`config.mk`:
```
export PLATFORM = sky130hd
export DESIGN_NAME = garage_door_ctrl_v2
export DESIGN_NICKNAME = d
export VERILOG_FILES = /design/src/rtl/garage_door_pkg.sv /design/src/rtl/garage_door_ctrl_v2_door_timer.sv /design/src/rtl/garage_door_ctrl_v2.sv
export SDC_FILE = /design/constraint.sdc
export NUM_CORES = 1
export LEC_CHECK = 0
export CORE_ASPECT_RATIO = 1.2
export CORE_UTILIZATION = 50
export DETAILED_ROUTE_END_ITERATION = 10
export GPL_ROUTABILITY_DRIVEN = 0
export GPL_TIMING_DRIVEN = 0
export PLACE_DENSITY_LB_ADDON = 0.08
export RECOVER_POWER = 50
export SLEW_MARGIN = 0
export SYNTH_ARGS = -nofsm -noshare
export SYNTH_HDL_FRONTEND = slang
export SYNTH_SLANG_ARGS = --single-unit
```
`constraint.sdc`:
```
create_clock -name clk -period 6.11 [get_ports clk]
set_input_delay 1.5275 -clock clk [delete_from_list [all_inputs] [get_ports clk]]
set_output_delay 1.5275 -clock clk [all_outputs]
set_load 0.03 [all_outputs]
```
`src/rtl/garage_door_pkg.sv`:
```
// garage_door_pkg: state codes and shared constants for the garage door
// controller.
//   STATE_W : width of the state code exported on state_o
//   state_e : state encoding (codes 7 and above are treated as FAULT)
package garage_door_pkg;

  localparam int unsigned STATE_W = 3;

  typedef enum logic [STATE_W-1:0] {
    ST_IDLE   = 3'd0,
    ST_OPEN   = 3'd1,
    ST_CLOSED = 3'd2,
    ST_MV_UP  = 3'd3,
    ST_MV_DN  = 3'd4,
    ST_STOP   = 3'd5,
    ST_FAULT  = 3'd6
  } state_e;

endpackage

```
`src/rtl/garage_door_ctrl_v2_door_timer.sv`:
```
// door_timer: saturating up counter shared by the travel and auto-close timers.
//   clk, rst_n : clock, asynchronous active-low reset
//   clr        : synchronous clear (wins over en)
//   en         : count enable
//   count      : current count, sticks at all-ones
module door_timer #(
  parameter int unsigned W = 8
) (
  input  logic         clk,
  input  logic         rst_n,
  input  logic         clr,
  input  logic         en,
  output logic [W-1:0] count
);

  // Count up, clearing synchronously and holding at the top value.
  always_ff @(posedge clk or negedge rst_n) begin
    if (!rst_n) begin
      count <= '0;
    end else if (clr) begin
      count <= '0;
    end else if (en && (count != '1)) begin
      count <= count + W'(1);
    end
  end

endmodule

```
`src/rtl/garage_door_ctrl_v2.sv`:
```
// garage_door_ctrl_v2: garage door controller between the limit switches,
// obstruction beam, push-button and the motor driver.
//   clk, rst : clock, asynchronous active-low reset
//   UP_Max   : fully-open limit switch
//   DN_Max   : fully-closed limit switch
//   Activate : push-button level (rising edge acts)
//   Obstruct : obstruction beam broken
//   UP_M     : drive motor up
//   DN_M     : drive motor down
//   Fault    : latched fault
//   state_o  : current state code
module garage_door_ctrl_v2
  import garage_door_pkg::*;
#(
  parameter int unsigned TRAVEL_CYCLES     = 1000,
  parameter int unsigned AUTO_CLOSE_CYCLES = 0
) (
  input  logic               clk,
  input  logic               rst,
  input  logic               UP_Max,
  input  logic               DN_Max,
  input  logic               Activate,
  input  logic               Obstruct,
  output logic               UP_M,
  output logic               DN_M,
  output logic               Fault,
  output logic [STATE_W-1:0] state_o
);

  localparam int unsigned TMR_MAX     = (TRAVEL_CYCLES > AUTO_CLOSE_CYCLES) ?
                                        TRAVEL_CYCLES : AUTO_CLOSE_CYCLES;
  localparam int unsigned TMR_W       = $clog2(TMR_MAX + 1);
  localparam int unsigned TRAVEL_LAST = TRAVEL_CYCLES - 1;
  localparam int unsigned AC_LAST     = (AUTO_CLOSE_CYCLES == 0) ? 0 :
                                        AUTO_CLOSE_CYCLES - 1;
  localparam bit          AC_EN       = (AUTO_CLOSE_CYCLES != 0);

  state_e           state;
  state_e           state_next;
  logic             act_q;
  logic             last_dir;
  logic             act_rise;
  logic             travel_to;
  logic             ac_expire;
  logic             tmr_clr;
  logic [TMR_W-1:0] tmr;

  assign act_rise  = Activate & ~act_q;
  // Timeout is suppressed while either limit switch is reporting.
  assign travel_to = (tmr == TMR_W'(TRAVEL_LAST)) & ~UP_Max & ~DN_Max;
  assign ac_expire = AC_EN & (tmr == TMR_W'(AC_LAST));
  assign state_o   = state;

  // Next-state logic and timer clear.
  always_comb begin
    state_next = state;
    tmr_clr    = 1'b0;
    if ((state != ST_FAULT) && UP_Max && DN_Max) begin
      // Contradictory limit switches: treat as a wiring fault.
      state_next = ST_FAULT;
    end else begin
      case (state)
        ST_IDLE: begin
          if (UP_Max)      state_next = ST_OPEN;
          else if (DN_Max) state_next = ST_CLOSED;
          else             state_next = ST_STOP;
        end
        ST_CLOSED: begin
          if (act_rise) state_next = ST_MV_UP;
        end
        ST_OPEN: begin
          if (act_rise)       state_next = ST_MV_DN;
          else if (ac_expire) state_next = ST_MV_DN;
        end
        ST_MV_UP: begin
          if (UP_Max)         state_next = ST_OPEN;
          else if (act_rise)  state_next = ST_STOP;
          else if (travel_to) state_next = ST_FAULT;
        end
        ST_MV_DN: begin
          if (DN_Max)         state_next = ST_CLOSED;
          else if (Obstruct)  state_next = ST_MV_UP;
          else if (act_rise)  state_next = ST_STOP;
          else if (travel_to) state_next = ST_FAULT;
        end
        ST_STOP: begin
          if (act_rise) state_next = last_dir ? ST_MV_DN : ST_MV_UP;
        end
        ST_FAULT: state_next = ST_FAULT;
        default:  state_next = ST_FAULT;
      endcase
    end
    // Any state entry restarts the shared timer; an obstruction in OPEN
    // holds the auto-close count at zero.
    tmr_clr = (state_next != state) | ((state == ST_OPEN) & Obstruct);
  end

  // State, edge detect, direction memory and registered Moore outputs.
  always_ff @(posedge clk or negedge rst) begin
    if (!rst) begin
      state    <= ST_IDLE;
      act_q    <= 1'b0;
      last_dir <= 1'b0;
      UP_M     <= 1'b0;
      DN_M     <= 1'b0;
      Fault    <= 1'b0;
    end else begin
      state <= state_next;
      act_q <= Activate;
      if (state_next != state) begin
        if (state_next == ST_MV_UP) last_dir <= 1'b1;
        if (state_next == ST_MV_DN) last_dir <= 1'b0;
      end
      UP_M  <= (state_next == ST_MV_UP);
      DN_M  <= (state_next == ST_MV_DN);
      Fault <= (state_next == ST_FAULT);
    end
  end

  door_timer #(
    .W (TMR_W)
  ) u_timer (
    .clk   (clk),
    .rst_n (rst),
    .clr   (tmr_clr),
    .en    (1'b1),
    .count (tmr)
  );

endmodule
```
Word level (Yosys, flattened, before mapping)
Index checks and enable logic that the tools add are counted.
Cells by class
  $add $sub $neg: 1
  equality and inequality tests: 12
  muxes and demuxes: 17
  bitwise gates (word level): 8
  reduce and logical (&&, ||, !) cells: 6
Operators by type and width (count)
  two-way mux 3 bit: 12
  two-way mux 10 bit: 2
  case mux 3 bit (6 select lines): 1
  == test 3 bit (second input constant): 4
  adder 10 x 1 -> 10 bit (second input constant): 1
  == test 10 bit (second input constant): 1
  inequality test 10 bit (second input constant): 1
  == test 3 x 2 -> 1 bit (second input constant): 3
  bitwise AND 1 bit: 4
  nonzero test 2 bit: 2
  == test 3 x 1 -> 1 bit (second input constant): 1
  zero test 3 bit: 1
  inequality test 3 bit: 1
  inequality test 3 bit (second input constant): 1
  inverter 1 bit: 3
  logical AND 1 bit: 2
  two-way mux 1 bit: 2
  AND reduction 2 bit: 1
  bitwise OR 1 bit: 1
Storage, ports and cells
  flip-flop bits (word level): 18
  bits of input ports: 6
  output and inout port bits: 6
  word-level logic and storage cells: 51

Logic depth before layout (Yosys ltp)
Gate-level depths: netlist of the first run.
  depth after elaboration: 12
  depth in mapped cells: 7

By module
From an unflattened synthesis of the first run, not the netlist that was laid out.
Second synthesis, totals
  cell total of the unflattened synthesis: 126
  area, all modules: 1183.6 µm²
By module, submodules not included
  garage_door_ctrl_v2: instances 1, cells an instance 71, area each 646.9 µm², sequential area each 200.2 µm²
  door_timer: instances 1, cells an instance 55, area each 536.8 µm², sequential area each 250.2 µm²

Least setup slack after synthesis of the first run
OpenSTA, ideal clock, no wires.
  path type: input port to flip-flop
  start point: input port UP_Max
  end point: register u_timer.count[8]
  library setup time: 0.107 ns
  arrival time: 3.014 ns
  slack: 2.990 ns
  stages on the path: 7
  cells stage by stage: buf_2 -> a22o_4 -> a31oi_4 -> a21oi_1 -> or4_4 -> buf_6 -> a2111oi_4
On the way
  longest elaborated chain between the ends: 12
RTL lines
  start, declared: RTL line garage_door_ctrl_v2.sv:20  | input logic UP_Max,
  inverter 1 bit: RTL line garage_door_ctrl_v2.sv:50  | assign travel_to = (tmr == TMR_W'(TRAVEL_LAST)) & ~UP_Max & ~DN_Max;
  bitwise AND 1 bit (2 in a row): RTL line garage_door_ctrl_v2.sv:50
  two-way mux 3 bit: RTL line garage_door_ctrl_v2.sv:78, garage_door_ctrl_v2.sv:84
  two-way mux 3 bit: RTL line garage_door_ctrl_v2.sv:77  | else if (act_rise) state_next = ST_STOP;
  two-way mux 3 bit: RTL line garage_door_ctrl_v2.sv:82  | else if (Obstruct) state_next = ST_MV_UP;
  two-way mux 3 bit: RTL line garage_door_ctrl_v2.sv:81  | if (DN_Max) state_next = ST_CLOSED;
  case mux 3 bit (6 select lines): RTL line garage_door_ctrl_v2.sv:62  | case (state)
  two-way mux 3 bit (*): RTL line garage_door_ctrl_v2.sv:58  | if ((state != ST_FAULT) && UP_Max && DN_Max) begin
  inequality test 3 bit (*): RTL line garage_door_ctrl_v2.sv:95  | tmr_clr = (state_next != state) | ((state == ST_OPEN) & Obstruct);
  bitwise OR 1 bit (*): RTL line garage_door_ctrl_v2.sv:95
  two-way mux 10 bit / nonzero test 2 bit (equally long branches)
  end signal, assigned: RTL line garage_door_ctrl_v2_door_timer.sv:23  | count <= count + W'(1);
  end, declared: RTL line garage_door_ctrl_v2_door_timer.sv:13  | output logic [W-1:0] count
Mark *: on every way between the ends. The rest lies on a longest branch, timed or not.
A chain may end at the register's enable or synchronous reset.

Worst setup path after layout of the first run
  start point: input port Activate
  end point: register u_timer.count[5]
On the way
  longest elaborated chain between the ends: 9
RTL lines
  start, declared: RTL line garage_door_ctrl_v2.sv:22  | input logic Activate,
  bitwise AND 1 bit (*): RTL line garage_door_ctrl_v2.sv:48  | assign act_rise = Activate & ~act_q;
  two-way mux 3 bit: RTL line garage_door_ctrl_v2.sv:77
  two-way mux 3 bit: RTL line garage_door_ctrl_v2.sv:82
  two-way mux 3 bit: RTL line garage_door_ctrl_v2.sv:81
  case mux 3 bit (6 select lines) (*): RTL line garage_door_ctrl_v2.sv:62
  two-way mux 3 bit (*): RTL line garage_door_ctrl_v2.sv:58
  net state_next[0]: RTL line garage_door_ctrl_v2.sv:39  | state_e state_next;
  inequality test 3 bit (*): RTL line garage_door_ctrl_v2.sv:95
  bitwise OR 1 bit (*): RTL line garage_door_ctrl_v2.sv:95
  two-way mux 10 bit / nonzero test 2 bit (equally long branches)
The timed path passes the listed nets; every way through them passes the cells marked *.

==> reports/metrics.cfg, run 1 <==
[logic_synthesis]
synth-adder-area-share = 0.01017
syn_nets = 132
synthMuxAreaShare = 0.02645
synth_top_family_by_area = simple AND/OR/NAND/NOR gates
ys_warn_count = 0
syn_inst = 125
synth-compound-area-share = 0.2258
async_reset_ff_frac = 1.000
synth.ff_latch_count = 18
synthDistinctLibCells = 42
ys.flop_type = dfrtp_1
yosys.area_share.simple = 0.2798
synthTopCellsByArea = dfrtp_1 37%, nor3_1 5.3%, a2111oi_4 4.5%
synth_area_um2 = 1230
yosysTopAreaCellShare = 0.3662
synth-xor-area-share = 0.03561
yosysSeqAreaShare = 0.3662
synth_edf_count = 0
syn_avg_cell_area_um2 = 9.839
yosysTopAreaCell = dfrtp_1

[critical_path]
slowest_delay_ps = 570
r2r_end = u_timer.count[5]
r2r_slack_ps = 3800
cp-end-kind = flop
worst-r2r-cell-count = 7
path_cells = dlygate4sd3_1 > nor2b_1 > buf_2 > or3_1 > o2111ai_1 > a31oi_4 > mux2i_4 > nor3_1
crit_slowest_cell = dlygate4sd3_1
worstReg2RegStart = u_timer.count[0]
critPathBufInv = 2
critPathRequiredTime_ps = 6280
start_kind = input pin
critical_path.top_delay_family = buffers and inverters
worstSetupPathType = input pin to flop
crit_cells = 8
arrival_ps = 3770
cp_max_fo = 10

[clocking]
post_cts_resized = 0
clk_latency_ps = 300
cts_hold_buffers = 0
cts_setup_buffers = 0
cts.clk_slew.worst_paths_ps = 100
cts_made_buffers = 3
cts.sinks = 18
htreeDepth = 1
cts_tree = built
cts.path.max_buffers = 2
cts_root_buffer = clkbuf_4

[hold_path]
holdPathStages = 2
hold_end = u_timer.count[5]
hp-start = u_timer.count[5]
hp-class = flop to flop

[die]
num_rows = 19
start_util = 0.5334
fp.dieW_um = 47.28
io_pins = 12
coreArea_um2 = 2306
die_h_um = 56.33
dieArea_um2 = 2663

[drt]
viasPerCell = 5.835
drt_iter0_drc = 18
routed_wl_um = 2523
wl_per_cell_um = 14.84
final_antenna_net_count = 0
drc = 0
routed-via-count = 992
drtPass1Iterations = 4

[sta]
fmax_ghz = 0.2780
relSlewSlack = 0.4530
holdWs_ps = 620.2
fin_crit_ps = 3597
final.setup.tns_ps = 0
setup_viol = 0
fin_skew_ps = 3.016
finalMaxSlewViolations = 0
worst_slew_pin_slew_ps = 817.8
hold_viol = 0
period_share = 0.5887
rsz0062_at_grt = no

[global_route]
track_usage = 0.2255
top_usage_layer = met2
antenna_found_initial = 0
grt-ovfl-total = 0
grt_pass1_vias = 989
grt_max_degree = 19
grt_pass1_wl_um = 4333
grt.met1_usage = 0.3105
use_met2 = 0.3405
gr-usage-met3 = 0.03215

[outcome]
status = finished, final reports clean

[pwr]
swShare = 0.3424
vdd_drop_max_v = 0.0002127
clockPowerShare = 0.212
p_leak_nw = 0.5311
p_int_uw = 229.2
powerDensity_nw_per_um2 = 248.0
p_sw_uw = 119.3
share_seq_of_total_power = 0.511
combPwrFrac = 0.278

[final_layout]
area_delta_synth_final_pct = 14.24
final_util = 0.6093
fin_nets = 147
nFillCells = 200
multi_input_area_um2 = 710.7
drive_gt1_frac = 0.1511
n_antenna_cell = 0
seqCellArea_um2 = 450.4

[placement]
post-dp-hpwl_um = 1885
io_buffers = 10

[job]
cap_viol_max_count = 0

cells in the mapped netlist, drive strengths merged (2+ instances only):
library cell   n
buf            6
dfrtp         18
a31oi          4
nand3b         2
mux2i          2
a21o           2
or3            2
nor3          13
nand3          3
nand2          9
a21oi          7
nand2b         3
nor4bb         2
nor2b          3
nor2          11
xnor2          4
nand4          3
o32ai          2
inv            7
a2111oi        2
nor3b          2
cells in the final DEF, fill, tap and decap left out, types with 3 or more instances in the layout:
master | netlist | routed
a21oi_1 | 7 | 7
buf_2 | 4 | 4
clkbuf_4 | 0 | 3
clkdlybuf4s50_1 | 0 | 6
dfrtp_1 | 18 | 18
dlygate4sd3_1 | 0 | 4
inv_1 | 7 | 7
nand2_1 | 9 | 9
nand2b_1 | 3 | 3
nand3_1 | 3 | 3
nand4_1 | 3 | 3
nor2_1 | 11 | 11
nor2b_1 | 3 | 3
nor3_1 | 13 | 13
xnor2_1 | 4 | 4
per-stage QoR:
stage	setup WS (ps)	cells	cell area (um2)	total power, mW
after floorplan	2990	125	1230	0.2491
after global placement	2320	166	1369	0.2673
after detailed placement	2246	166	1369	0.2762
after CTS	2558	170	1405	0.3502
after global routing	2331	170	1405	0.3756
final	2513	170	1405	0.3485
per-layer routing:
metal	up-vias	part of all wire
met5	-	0
met4	0	0.029
met3	9	0.027
met2	23	0.49
met1	472	0.46
li1	488	-
power by group through the flow:
stage	sequential [mW]	clock, mW	combinational (mW)
global route	0.184	0.0831	0.108
finish	0.178	0.0738	0.0967
floorplan	0.172	0	0.0770
CTS	0.177	0.0760	0.0974
global placement	0.177	0	0.0903
detailed placement	0.179	0	0.0967
worst register-to-register path, cell delays in order (launching register included):
cell and delay [ps]:
dfrtp_1 420, ha_1 270, and4_1 210, nand4_1 200, nand2b_1 130, a31oi_4 300, mux2i_4 550, nor3_1 100
cell type report:
type | count | area share
plain buffers | 6 | 0.03028
clock buffers | 4 | 0.02582
inverters | 7 | 0.01870
multi-input cells | 94 | 0.5058
flip-flops and latches | 18 | 0.3206
well taps | 31 | 0.02760
repair buffers | 10 | 0.07124
kinds of logic (layout without fill, tap and decap cells):
group | Yosys count | after routing
adder cells (fa/ha/maj) | 1 | 1
buffers and inverters | 13 | 27
XOR/XNOR | 5 | 5
multiplexers | 2 | 2
AND/OR/NAND/NOR | 60 | 60
AO/OA/AOI/OAI | 26 | 26
flip-flops | 18 | 18
worst max path at each step:
stage | end | slack, ps | from
final | u_timer.count[5] | 2510 | Activate
after global routing | u_timer.count[4] | 2330 | Activate
after CTS | u_timer.count[4] | 2560 | Activate
after detailed placement | u_timer.count[4] | 2250 | Activate
after global placement | u_timer.count[3] | 2320 | Activate
after floorplan | u_timer.count[8] | 2990 | UP_Max
sequential cells by signal, indices dropped and copies added (netlist names):
| signal | flops |
|---|---|
| act_q | 1 |
| last_dir | 1 |
| Fault | 1 |
| DN_M | 1 |
| u_timer.count | 10 |
| state_o | 3 |
| UP_M | 1 |
(Power assumes the default switching activity.)
==> run 2, diff against run 1 <==
- clock period: 6.11 -> 3.8 ns (I/O delays scaled with it)
==> results of run 2 <==
The final DEF is identical to that of run 1. Status: finished, final reports clean.
Among the figures that moved: setup slack after placement 2246 ps -> 513.7 ps; setup slack after layout 2513 ps -> 780.3 ps; register-to-register setup slack 3800 ps -> 1490 ps; total power 0.3485 mW -> 0.5603 mW; worst IR drop on VDD 0.0002127 V -> 0.0003420 V
==> run 3, diff against run 2 <==
- clock period: 3.8 -> 3 ns (I/O delays scaled with it)
==> reports/metrics.cfg, run 3 (synthesis results as in run 1) <==
[outcome]
status = finished, final reports clean

[global_route]
grt_max_degree = 19  ; unchanged
grt_pass1_wl_um = 4333  ; unchanged
grt-ovfl-total = 0  ; unchanged
track_usage = 0.2255  ; unchanged
grt_pass1_vias = 989  ; unchanged
antenna_found_initial = 0  ; unchanged

[critical_path]
critPathRequiredTime_ps = 3170
critPathBufInv = 2  ; unchanged
worstSetupPathType = input pin to flop
cp-end-kind = flop
crit_slowest_cell = mux2i_4
path_cells = clkdlybuf4s50_1 > nor2b_1 > buf_2 > or3_1 > o2111ai_1 > a31oi_4 > mux2i_4 > nor3_1
start_kind = input pin
slowest_delay_ps = 540  ; -30 ps
arrival_ps = 2920
cp_max_fo = 10  ; unchanged
critical_path.top_delay_family = buffers and inverters

[sta]
finalMaxSlewViolations = 0  ; unchanged
rsz0062_at_grt = no
fmax_ghz = 0.3640
setup_viol = 0  ; unchanged
relSlewSlack = 0.4530  ; about the same
final.setup.tns_ps = 0  ; unchanged
fin_crit_ps = 2747
layout_setup_ws_ps = 252.9
fin_skew_ps = 3.016  ; unchanged
period_share = 0.9157
hold_viol = 0  ; unchanged
worst_slew_pin_slew_ps = 817.8  ; -0.04852 ps

[die]
num_rows = 19  ; unchanged
dieArea_um2 = 2663  ; unchanged
die_h_um = 56.33  ; unchanged
start_util = 0.5334  ; unchanged
coreArea_um2 = 2306  ; unchanged
io_pins = 12  ; unchanged
fp.dieW_um = 47.28  ; unchanged

[final_layout]
fin_nets = 147  ; unchanged
final_util = 0.6093  ; unchanged
n_antenna_cell = 0  ; unchanged
instances_no_fill = 170  ; unchanged
fin_area_um2 = 1405  ; unchanged
final_cell_mix = 18 x dfrtp_1, 13 x nor3_1, 11 x nor2_1
nFillCells = 200  ; unchanged
largest_reg_flops = 10  ; unchanged
seqCellArea_um2 = 450.4  ; unchanged
multi_input_area_um2 = 710.7  ; unchanged
area_delta_synth_final_pct = 14.24  ; unchanged
regMostFlops = u_timer.count
drive_gt1_frac = 0.1511  ; unchanged
mostFrequentLayoutCell = dfrtp_1

[pwr]
vdd_drop_max_v = 0.0004332
powerDensity_nw_per_um2 = 505.3
p_leak_nw = 0.5308  ; about the same

[placement]
placed_cells = 166  ; unchanged
dpl_cell_area_um2 = 1369  ; unchanged
io_buffers = 10  ; unchanged
pre_cts_slack_ps = -86.32
post-dp-hpwl_um = 1885  ; unchanged

[clocking]
cts.sinks = 18  ; unchanged
cts_made_buffers = 3  ; unchanged
cts_root_buffer = clkbuf_4
cts_hold_buffers = 0  ; unchanged
cts_tree = built
post_cts_resized = 0  ; unchanged
htreeDepth = 1  ; unchanged
cts_setup_buffers = 0  ; unchanged
clk_latency_ps = 300  ; about the same
cts.path.max_buffers = 2  ; unchanged
cts.clk_slew.worst_paths_ps = 100  ; about the same

[drt]
routed_wl_um = 2523  ; unchanged
routed-via-count = 992  ; unchanged
final_antenna_net_count = 0  ; unchanged
drtPass1Iterations = 4  ; unchanged
wl_per_cell_um = 14.84  ; unchanged
drc = 0  ; unchanged
drt_iter0_drc = 18  ; unchanged
viasPerCell = 5.835  ; unchanged

[job]
cap_viol_max_count = 0  ; unchanged

[hold_path]
hp-class = flop to flop

[run 3: power breakdown]
part	internal (mW)	leakage [nW]	total (mW)	switching (mW)
Clock	0.0740	0.0210	0.150	0.0763
Combinational	0.0955	0.291	0.197	0.102
Sequential	0.298	0.219	0.362	0.0649
[run 3: final timing paths]
check                            startpoint          endpoint  slack, ps  cells past startpoint
hold reg to reg            u_timer.count[5]  u_timer.count[5]        620                      2
min in group asynchronous               rst             act_q        980                      1
setup reg to reg           u_timer.count[0]  u_timer.count[5]        690                      7
hold / removal             u_timer.count[5]  u_timer.count[5]        620                      2
setup / recovery                   Activate  u_timer.count[5]        250                      8
max in group asynchronous               rst             Fault       1520                      1
[run 3: cell type report]
class,instances,share of cell area
repair buffers,10,0.07124
inverters,7,0.01870
multi-input cells,94,0.5058
flip-flops and latches,18,0.3206
well taps,31,0.02760
clock buffers,4,0.02582
plain buffers,6,0.03028
[run 3: worst min-delay path, stage by stage, from the launching register on]
cell     delay [ps]
dfrtp_1         410
xnor2_1         140
nor3_1           40
[run 3: routing by layer]
layer / global-route usage / routed length [um]
met1: 0.3105 / 1150
met2: 0.3405 / 1230
met3: 0.03215 / 67
met4: 0.1061 / 74
met5: 0 / 0
[run 3: metrics by stage]
step | power [mW] | hold slack, ps
after global placement | 0.5445 | 590.7
final | 0.7100 | 620.2
after detailed placement | 0.5625 | 611.0
after floorplan | 0.5074 | 454.4
after CTS | 0.7133 | 627.3
after global routing | 0.7652 | 652.5
